### config.mk
export PLATFORM = sky130hd
export DESIGN_NAME = hpdc_mem_rd_responder
export DESIGN_NICKNAME = d
export VERILOG_FILES = /design/src/rtl/hpdc_mem_rd_responder_pkg.sv /design/src/rtl/hpdc_req_fifo.sv /design/src/rtl/hpdc_mem_rd_responder.sv
export SDC_FILE = /design/constraint.sdc
export NUM_CORES = 1
export LEC_CHECK = 0
export CAP_MARGIN = 20
export CELL_PAD_IN_SITES_DETAIL_PLACEMENT = 1
export CELL_PAD_IN_SITES_GLOBAL_PLACEMENT = 1
export CORE_AREA = 2 2 463 465
export DETAILED_ROUTE_END_ITERATION = 16
export DIE_AREA = 0 0 465 467
export GPL_TIMING_DRIVEN = 0
export PLACE_DENSITY_LB_ADDON = 0.1
export SLEW_MARGIN = 20
export SYNTH_ARGS = -nofsm -noshare
export SYNTH_HDL_FRONTEND = slang
export SYNTH_SLANG_ARGS = --single-unit
### constraint.sdc
create_clock -name clk_i -period 6 [get_ports clk_i]
set_input_delay 1.2 -clock clk_i [delete_from_list [all_inputs] [get_ports clk_i]]
set_output_delay 1.2 -clock clk_i [all_outputs]
set_load 0.1 [all_outputs]
### src/rtl/hpdc_mem_rd_responder_pkg.sv
// Shared hpdcache memory-interface types and helpers for the read responder slice.
// Stands in for the request/response typedefs and error enum of the full cache package.
package hpdc_mem_rd_responder_pkg;

    localparam int HPDCACHE_PA_WIDTH       = 64;
    localparam int HPDCACHE_MEM_DATA_WIDTH = 512;
    localparam int HPDCACHE_MEM_ID_WIDTH   = 8;
    localparam int HPDCACHE_MEM_LEN_WIDTH  = 8;
    localparam int HPDCACHE_MEM_SIZE_WIDTH = 3;
    localparam int BEAT_BYTES              = HPDCACHE_MEM_DATA_WIDTH / 8;

    typedef enum logic [1:0] {
        HPDCACHE_MEM_READ   = 2'b00,
        HPDCACHE_MEM_WRITE  = 2'b01,
        HPDCACHE_MEM_ATOMIC = 2'b10
    } hpdcache_mem_command_e;

    typedef enum logic [1:0] {
        HPDCACHE_MEM_RESP_OK  = 2'b00,
        HPDCACHE_MEM_RESP_NOK = 2'b10
    } hpdcache_mem_error_e;

    typedef struct packed {
        logic [HPDCACHE_PA_WIDTH-1:0]       addr;
        logic [HPDCACHE_MEM_LEN_WIDTH-1:0]  len;
        logic [HPDCACHE_MEM_SIZE_WIDTH-1:0] size;
        logic [HPDCACHE_MEM_ID_WIDTH-1:0]   id;
        hpdcache_mem_command_e              command;
        logic [3:0]                         atomic;
        logic                               cacheable;
    } hpdcache_mem_req_t;

    typedef struct packed {
        hpdcache_mem_error_e                error;
        logic [HPDCACHE_MEM_ID_WIDTH-1:0]   id;
        logic [HPDCACHE_MEM_DATA_WIDTH-1:0] data;
        logic                               last;
    } hpdcache_mem_resp_r_t;

    // Line-aligned byte address of a given beat of a burst.
    function automatic logic [HPDCACHE_PA_WIDTH-1:0] beat_addr(
        input logic [HPDCACHE_PA_WIDTH-1:0]      addr,
        input logic [HPDCACHE_MEM_LEN_WIDTH-1:0] beat
    );
        return (addr & ~HPDCACHE_PA_WIDTH'(BEAT_BYTES - 1))
             + (HPDCACHE_PA_WIDTH'(beat) * HPDCACHE_PA_WIDTH'(BEAT_BYTES));
    endfunction

endpackage

### src/rtl/hpdc_req_fifo.sv
// Synchronous FIFO of memory read requests; head is visible combinationally.
// DEPTH must be a power of two so the pointers wrap naturally.
module hpdc_req_fifo
    import hpdc_mem_rd_responder_pkg::*;
#(
    parameter int unsigned DEPTH = 2
) (
    input  logic              clk,
    input  logic              rst_n,
    input  logic              push,
    input  hpdcache_mem_req_t push_data,
    output logic              full,
    input  logic              pop,
    output hpdcache_mem_req_t head,
    output logic              empty
);

    localparam int PTR_W = $clog2(DEPTH);

    hpdcache_mem_req_t  mem [DEPTH];
    logic [PTR_W-1:0]   wr_ptr;
    logic [PTR_W-1:0]   rd_ptr;
    logic [PTR_W:0]     count;
    logic               do_push;
    logic               do_pop;

    assign do_push = push && !full;
    assign do_pop  = pop && !empty;
    assign full    = (count == (PTR_W + 1)'(DEPTH));
    assign empty   = (count == '0);
    assign head    = mem[rd_ptr];

    // NOTE: sequential state uses <= so every flop samples pre-edge values, independent of statement order.
    always_ff @(posedge clk or negedge rst_n) begin
        if (!rst_n) begin
            wr_ptr <= '0;
            rd_ptr <= '0;
            count  <= '0;
        end else begin
            if (do_push) wr_ptr <= wr_ptr + PTR_W'(1);
            if (do_pop)  rd_ptr <= rd_ptr + PTR_W'(1);
            case ({do_push, do_pop})
                2'b10:   count <= count + (PTR_W + 1)'(1);
                2'b01:   count <= count - (PTR_W + 1)'(1);
                default: count <= count;
            endcase
        end
    end

    // NOTE: storage is deliberately not reset; count/pointers alone define which entries are valid.
    always_ff @(posedge clk) begin
        if (do_push) mem[wr_ptr] <= push_data;
    end

endmodule

### src/rtl/hpdc_mem_rd_responder.sv
// Serves hpdcache memory read requests from a synchronous SRAM backing store, one 64 B beat per sram access.
// Optional macro HPDC_MEM_RANGE_CHECK_EN returns NOK beats for bursts outside [MEM_BASE, MEM_BASE+MEM_BYTES).
module hpdc_mem_rd_responder
    import hpdc_mem_rd_responder_pkg::*;
#(
    parameter int unsigned                  REQ_FIFO_DEPTH = 2,
    parameter logic [HPDCACHE_PA_WIDTH-1:0] MEM_BASE       = 64'h8000_0000,
    parameter logic [HPDCACHE_PA_WIDTH-1:0] MEM_BYTES      = 64'h10_0000
) (
    input  logic                               clk_i,
    input  logic                               rstn_i,
    input  logic                               mem_req_valid_i,
    output logic                               mem_req_ready_o,
    input  hpdcache_mem_req_t                  mem_req_i,
    output logic                               mem_resp_r_valid_o,
    input  logic                               mem_resp_r_ready_i,
    output hpdcache_mem_resp_r_t               mem_resp_r_o,
    output logic                               sram_req_o,
    output logic [HPDCACHE_PA_WIDTH-1:0]       sram_addr_o,
    input  logic [HPDCACHE_MEM_DATA_WIDTH-1:0] sram_rdata_i
);

    typedef enum logic [1:0] {IDLE, ISSUE, RESP} state_e;

`ifdef HPDC_MEM_RANGE_CHECK_EN
    localparam bit RANGE_CHECK_EN = 1'b1;
`else
    localparam bit RANGE_CHECK_EN = 1'b0;
`endif

    state_e                              state_q, state_d;
    logic                                fifo_push, fifo_pop, fifo_full, fifo_empty;
    hpdcache_mem_req_t                   head;

    logic [HPDCACHE_PA_WIDTH-1:0]        cur_addr_q;
    logic [HPDCACHE_MEM_LEN_WIDTH-1:0]   len_q;
    logic [HPDCACHE_MEM_LEN_WIDTH-1:0]   beat_q;
    logic [HPDCACHE_MEM_ID_WIDTH-1:0]    id_q;
    logic                                nok_q;
    logic                                single_q;

    logic [HPDCACHE_PA_WIDTH-1:0]        first_addr, last_addr, mem_end;
    logic                                head_in_range, head_is_read, head_nok;
    logic                                resp_last, resp_hs;
    logic                                unused_req_fields;

    hpdc_req_fifo #(
        .DEPTH     (REQ_FIFO_DEPTH)
    ) u_req_fifo (
        .clk       (clk_i),
        .rst_n     (rstn_i),
        .push      (fifo_push),
        .push_data (mem_req_i),
        .full      (fifo_full),
        .pop       (fifo_pop),
        .head      (head),
        .empty     (fifo_empty)
    );

    // Ready is gated by reset so no request is taken while the FIFO is being cleared.
    assign mem_req_ready_o = rstn_i && !fifo_full;
    assign fifo_push       = mem_req_valid_i && mem_req_ready_o;

    assign first_addr    = beat_addr(head.addr, '0);
    assign last_addr     = beat_addr(head.addr, head.len);
    assign mem_end       = MEM_BASE + MEM_BYTES;
    assign head_in_range = (first_addr >= MEM_BASE) && (first_addr < mem_end)
                        && (last_addr >= MEM_BASE) && (last_addr < mem_end);
    assign head_is_read  = (head.command == HPDCACHE_MEM_READ);
    assign head_nok      = !head_is_read || (RANGE_CHECK_EN && !head_in_range);

    // Data selection always returns full beats, so these request fields are intentionally ignored.
    assign unused_req_fields = ^{head.size, head.atomic, head.cacheable};

    assign resp_last = single_q || (beat_q == len_q);
    assign resp_hs   = mem_resp_r_valid_o && mem_resp_r_ready_i;

    always_ff @(posedge clk_i or negedge rstn_i) begin
        if (!rstn_i) state_q <= IDLE;
        else         state_q <= state_d;
    end

    // NOTE: every output of this block gets a default first, so no path can infer a latch.
    always_comb begin
        state_d            = state_q;
        fifo_pop           = 1'b0;
        sram_req_o         = 1'b0;
        sram_addr_o        = '0;
        mem_resp_r_valid_o = 1'b0;
        case (state_q)
            IDLE: begin
                if (!fifo_empty) begin
                    fifo_pop = 1'b1;
                    state_d  = head_nok ? RESP : ISSUE;
                end
            end
            ISSUE: begin
                sram_req_o  = 1'b1;
                sram_addr_o = beat_addr(cur_addr_q, beat_q);
                state_d     = RESP;
            end
            RESP: begin
                mem_resp_r_valid_o = 1'b1;
                if (mem_resp_r_ready_i) begin
                    if (resp_last) state_d = IDLE;
                    else           state_d = nok_q ? RESP : ISSUE;
                end
            end
            default: state_d = IDLE;
        endcase
    end

    always_ff @(posedge clk_i or negedge rstn_i) begin
        if (!rstn_i) begin
            cur_addr_q <= '0;
            len_q      <= '0;
            beat_q     <= '0;
            id_q       <= '0;
            nok_q      <= 1'b0;
            single_q   <= 1'b0;
        end else if (fifo_pop) begin
            cur_addr_q <= head.addr;
            len_q      <= head.len;
            beat_q     <= '0;
            id_q       <= head.id;
            nok_q      <= head_nok;
            single_q   <= !head_is_read;
        end else if (resp_hs && !resp_last) begin
            beat_q     <= beat_q + HPDCACHE_MEM_LEN_WIDTH'(1);
        end
    end

    // Read data passes straight through: the sram holds it stable until the next sram_req_o.
    assign mem_resp_r_o = '{
        error: nok_q ? HPDCACHE_MEM_RESP_NOK : HPDCACHE_MEM_RESP_OK,
        id:    id_q,
        data:  nok_q ? '0 : sram_rdata_i,
        last:  resp_last
    };

endmodule
### Yosys cells after proc, flatten, opt, wreduce, memory -nomap -nowiden

Memories as Yosys holds them, arrays and structs flattened.
Index checks and enable logic that the tools add are counted.

* add/sub/neg operators: 6
* eq/ne operators: 8
* muxes and demuxes: 18
* reductions and logical operators: 17

Operators with widths (count)
* $mux 512: 1
* $add 64x14->64: 1
* $mux 64: 1
* $mux 8: 2
* $mux 2: 6
* $add 8x1->8 const B: 1
* $eq 8x8->1: 1
* $eq 2x2->1 const B: 3
* $logic_and 1x1->1: 6
* $logic_not 2->1: 3
* $mux 1: 6
* $pmux 2 s3: 1
* $eq 2x1->1 const B: 2
* $logic_not 1->1: 4
* $ne 2x2->1 const B: 2
* $pmux 2 s2: 1
* $reduce_bool 2->1: 2
* $add 1x1->1 const B: 2
* $add 2x1->2 const B: 1
* $reduce_and 2->1: 1
* $sub 2x1->2 const B: 1
* $logic_or 1x1->1: 1

* register bits after elaboration: 95
* memory bits (writable): 180
* memories: 1

Memories
* u_req_fifo.mem: words 2, bits a word 90, read ports 1, clocked after Yosys merged registers in 0, write ports 1, line hpdc_req_fifo.sv:20 `hpdcache_mem_req_t mem [DEPTH];`

### Longest topological paths before layout

* depth after elaboration: 7
* gate-level depth with buffers: 10

### Modules after synthesis

Synthesis repeated with hierarchy kept, for this count alone.

* cell total of the unflattened synthesis: 1582
* area, all modules: 16064.2 sq um

By module, submodules not included
* hpdc_mem_rd_responder: instances 1, cells an instance 1284, area each 8926.1 sq um
* hpdc_req_fifo: instances 1, cells an instance 298, area each 7138.1 sq um

### Least setup slack after synthesis

Ideal clock, no wire load.

* kind: input -> register
* start: in rstn_i
* end: mem u_req_fifo.mem[0][10] in the netlist's numbering (enable)
* setup time: 0.510 ns
* data arrival time: 7.192 ns
* data required time: 5.490 ns
* path slack: -1.702 ns
* stages on the path: 3
* buffers on the path: 0
* cell sequence: a21boi_0 > nand2_1 > nor2_1

* longest elaborated chain between the ends: 5

RTL lines
* from (decl): line hpdc_mem_rd_responder.sv:11 `input logic rstn_i,`
* $logic_and 1x1->1: line hpdc_mem_rd_responder.sv:61 `assign mem_req_ready_o = rstn_i && !fifo_full;`
* $logic_and 1x1->1: line hpdc_mem_rd_responder.sv:62 `assign fifo_push = mem_req_valid_i && mem_req_ready_o;`
* $logic_and 1x1->1: line hpdc_req_fifo.sv:27 `assign do_push = push && !full;`
* $mux 1: line hpdc_req_fifo.sv:52 `if (do_push) mem[wr_ptr] <= push_data;`
* $mux 1 (not written as such): line hpdc_req_fifo.sv:52
* to (decl): line hpdc_req_fifo.sv:20

Every way passes these cells.

### Worst setup path in the final report

* start: reg beat_q[0]
* end: out sram_addr_o[24]

* longest elaborated chain between the ends: 2

RTL lines
* from (decl): line hpdc_mem_rd_responder.sv:37 `logic [HPDCACHE_MEM_LEN_WIDTH-1:0] beat_q;`
* from (signal assigned): line hpdc_mem_rd_responder.sv:129 `beat_q <= beat_q + HPDCACHE_MEM_LEN_WIDTH'(1);`
* $add 64x14->64: line hpdc_mem_rd_responder_pkg.sv:46 `+ (HPDCACHE_PA_WIDTH'(beat) * HPDCACHE_PA_WIDTH'(BEAT_BYTES));`
* $mux 64: line hpdc_mem_rd_responder.sv:90 `case (state_q)`
* to (decl): line hpdc_mem_rd_responder.sv:19 `output logic [HPDCACHE_PA_WIDTH-1:0] sram_addr_o,`

Every way passes these cells.

==> key figures <==
Setup path
  • Worst EP arrival: 4.64 ns
  • Crit end category: output pin
  • WS Path Type: reg2out
  • Critical Path Source Type: flip-flop
  • Req. time, crit path: 4.80 ns
  • R2R depth: 7
  • Crit path max fanout: 5

Timing
  • RSZ-0062 raised after global routing: false
  • Final setup TNS: 0 ns
  • Max Freq: 171.1 MHz
  • Post-layout min period: 5.844 ns
  • Relative slew margins: 18.92%
  • Fin. Hold Viols: 0
  • Endpoints failing setup: 0
  • Tcrit/Tclk final: 97.40%
  • Max-slew violations: 0
  • Least-Margin Pin Slew: 1.212 ns
  • Clk_skew: 0.01525 ns

Clock tree
  • Clk root buf: clkbuf_16
  • Clk buf depth: 3
  • CTS Buf Count: 30
  • Htree depth: 1
  • Clock Pin Slew Worst Setup and Hold Paths: 0.06 ns
  • Clk_lat worst skew: 0.59 ns
  • Post-CTS Setup Inserts: 0
  • CTS tree: built
  • Hold Buf Count CTS: 0
  • Num Clock Sinks: 241

Pwr
  • Pleak: 10.69 nW
  • Flop pwr share: 13.4%
  • PwrDens: 634.8 nW/um^2
  • Psw: 13.14 mW
  • Sw frac: 68.01%
  • Peak supply drop: 0.3167 mV
  • Overall Power: 19.32 mW
  • P_int: 6.181 mW
  • Clock share of power: 9.8%
  • Comb power frac: 76.8%

Route
  • DRT iter0 DRCs: 819
  • DR DRC count: 0
  • Routed wire length per instance: 40.61 microns
  • Antenna-violating nets left: 0
  • Detailed Routing Iterations Pass 1: 5
  • Total length of routed wires: 227400 microns
  • Via count: 17.22k
  • Avg Vias per Cell: 3.075

Cells and area
  • Fillers: 24.62k
  • Layout Cells excl Fill: 5598
  • Most frequent cells in the layout: 1029 x clkdlybuf4s50_1, 513 x nor2b_1, 152 x edfxtp_1
  • Final Net Count: 3294
  • Most common cell after layout, fill and taps aside: clkdlybuf4s50_1
  • Layout area overhead: 114.0%
  • Layout Utilization: 14.38%
  • Layout cells sized above 1: 8.034%

Place
  • Placer Congestion: 0.9140
  • DP HPWL: 213800 microns
  • PortBufs: 1174
  • Inst Count DP: 5466

Yosys
  • Mux cell area share after synthesis: 5.209%
  • Warnings from Yosys: 0
  • Synthesized flop and latch total: 241
  • Number of synthesized flops with an enable pin: 152
  • XOR/XNOR Fraction of Synth Area: 3.572%
  • Asr flop ratio synth: 36.93%
  • Top cell type's share of synthesized area: 32.10%
  • Mapped Area: 14220 sq um
  • Simple-gate share of the synthesized area: 32.34%
  • Most common flop cell mapped by yosys: edfxtp_1
  • Distinct cell type count after synthesis: 58
  • Mapped Cells: 1455
  • Sequential area share after synthesis: 47.76%
  • Complex-gate fraction of the synthesized area: 6.353%
  • Post-synthesis adder-cell area fraction: 1.021%
  • Top post-synthesis cells by area: edfxtp_1 32%, nor2b_1 23%, dfrtp_1 16%
  • Avg Synthesized Cell Area: 9.773 sq um
  • Largest family of logic cells by synthesized area: simple AND/OR/NAND/NOR gates
  • Yosys top cell by area: edfxtp_1

Floorplan
  • Chip width: 465 microns
  • Die area: 217200 sq um
  • Core box area: 211700 sq um
  • Initial core utilization: 6.718%
  • Rows: 169
  • Die H: 467 microns
  • I/O pin total: 1196

Min path
  • Hold path depth: 2
  • Hold WC Path Type: reg2reg

Job
  • Max_cap viols: 0

Global route
  • Largest net degree at the start of global routing: 53
  • Vias in the first global route: 17.44k
  • Initial antenna violation count: 280
  • Global route overflow: 0
  • First-pass GRT wire length: 265500 microns
  • GRT Overall Usage: 20.03%

Run status
  • Status: finished clean
## cells by family (layout without fill, tap and decap cells)
kind of cell               Yosys count  after routing
AOI/OAI and AO/OA                  152            152
and+or+nand+nor                    790            790
muxes                               74             74
xor gates and xnor gates            58             58
adders and majority gates           11             11
other                                1             83
buffers and inverters              128           1368
DFF                                241            241
## synthesized netlist by cell type (2+ instances only)
cell type    n
edfxtp_1   152
nand2_1    103
nand3_1     24
nor3_2       2
or4b_1       2
xnor2_1     34
nor2b_1    513
a21o_1       2
nor2_1      64
a21oi_1     29
buf_1        6
o41ai_1      2
o21ai_0     88
dfrtp_1     89
nand2_2      2
or2_2        2
nor3_1      11
o31ai_1      4
inv_1       15
buf_4       11
nand4_1     16
o2111ai_1    2
a2111oi_2    3
a211oi_1     7
a2111oi_1    2
and4_1       3
ha_1        10
nand4_2      3
nand2b_1     5
nor4_4       3
buf_2        4
nor4_1       2
xor2_1      24
mux2i_1     74
o211ai_1     3
or3_1       13
and3_1       9
or4_1        4
o211ai_2     2
clkbuf_1    90
and2_1       4
## flip-flops by register name, indices dropped and copies added (netlist names)
register and cells:
u_req_fifo.mem 152, cur_addr_q 58, beat_q 8, id_q 8, len_q 8, state_q 2, u_req_fifo.count 2, single_q 1
u_req_fifo.rd_ptr 1, u_req_fifo.wr_ptr 1
## through the flow
step | hold WS [ns] | cell area (sq um) | setup slack, ns
floorplan | 0.4563 | 14240 | 0.4497
global placement | 0.4862 | 29530 | -5.564
detailed placement | 0.4824 | 29310 | 0.01676
CTS | 0.5004 | 30300 | 0.001839
global route | 0.5362 | 30280 | 0.004102
finish | 0.4926 | 30430 | 0.1559
## worst paths after layout
| check | from | end | slack [ns] |
|---|---|---|---|
| min reg2reg | cur_addr_q[9] | cur_addr_q[9] | 0.49 |
| max | beat_q[0] | sram_addr_o[24] | 0.16 |
| min | cur_addr_q[9] | cur_addr_q[9] | 0.49 |
| max in group asynchronous | rstn_i | beat_q[7] | 4.74 |
| max reg2reg | u_req_fifo.count[0] | cur_addr_q[29] | 2.70 |
| min in group asynchronous | rstn_i | cur_addr_q[44] | 0.55 |
## what timing repair did
item	CTS	global route
endpoints found under the setup margin	34	17
resized for setup	60	19
cloned	0	0
## per-layer routing
metal	vias to the layer above	routed length, microns	global-route usage (%)
li1	7404	-	-
met2	1062	107600	34.50
met5	-	645	0
met4	96	5430	2.927
met3	438	30140	11.46
met1	8216	83550	21.61
## area by class of cell
| type | count | area (sq um) | area share, % |
|---|---|---|---|
| diodes | 76 | 190.2 | 0.6249 |
| clock inverters | 10 | 103.9 | 0.3412 |
| plain buffers | 112 | 473.0 | 1.554 |
| flip-flops and latches | 241 | 6792 | 22.32 |
| clock buffers | 46 | 903.4 | 2.968 |
| repair buffers | 1184 | 11450 | 37.61 |
| inverters | 16 | 60.06 | 0.1973 |
| well taps | 2821 | 3530 | 11.60 |
| multi-input cells | 1092 | 6935 | 22.79 |
## power by group through the flow
stage               clock network [mW]  logic (mW)  registers [mW]
floorplan                            0        10.1            2.67
detailed placement                   0        15.1            2.64
global placement                     0        15.2            2.67
CTS                               1.97        15.1            2.61
global route                      2.02        15.4            2.66
finish                            1.89        14.8            2.60
## worst max-delay path, cell delays in order (launching register included)
cell and delay, ns:
dfrtp_1 0.44, ha_1 0.24, inv_1 0.07, fa_1 0.41, nand2b_1 0.22, a21oi_1 0.34
o211a_1 0.30, o2111ai_1 0.30, xor2_1 0.25, nor2_1 0.27, clkdlybuf4s50_1 1.21
Power figures use the tool's default switching activity.
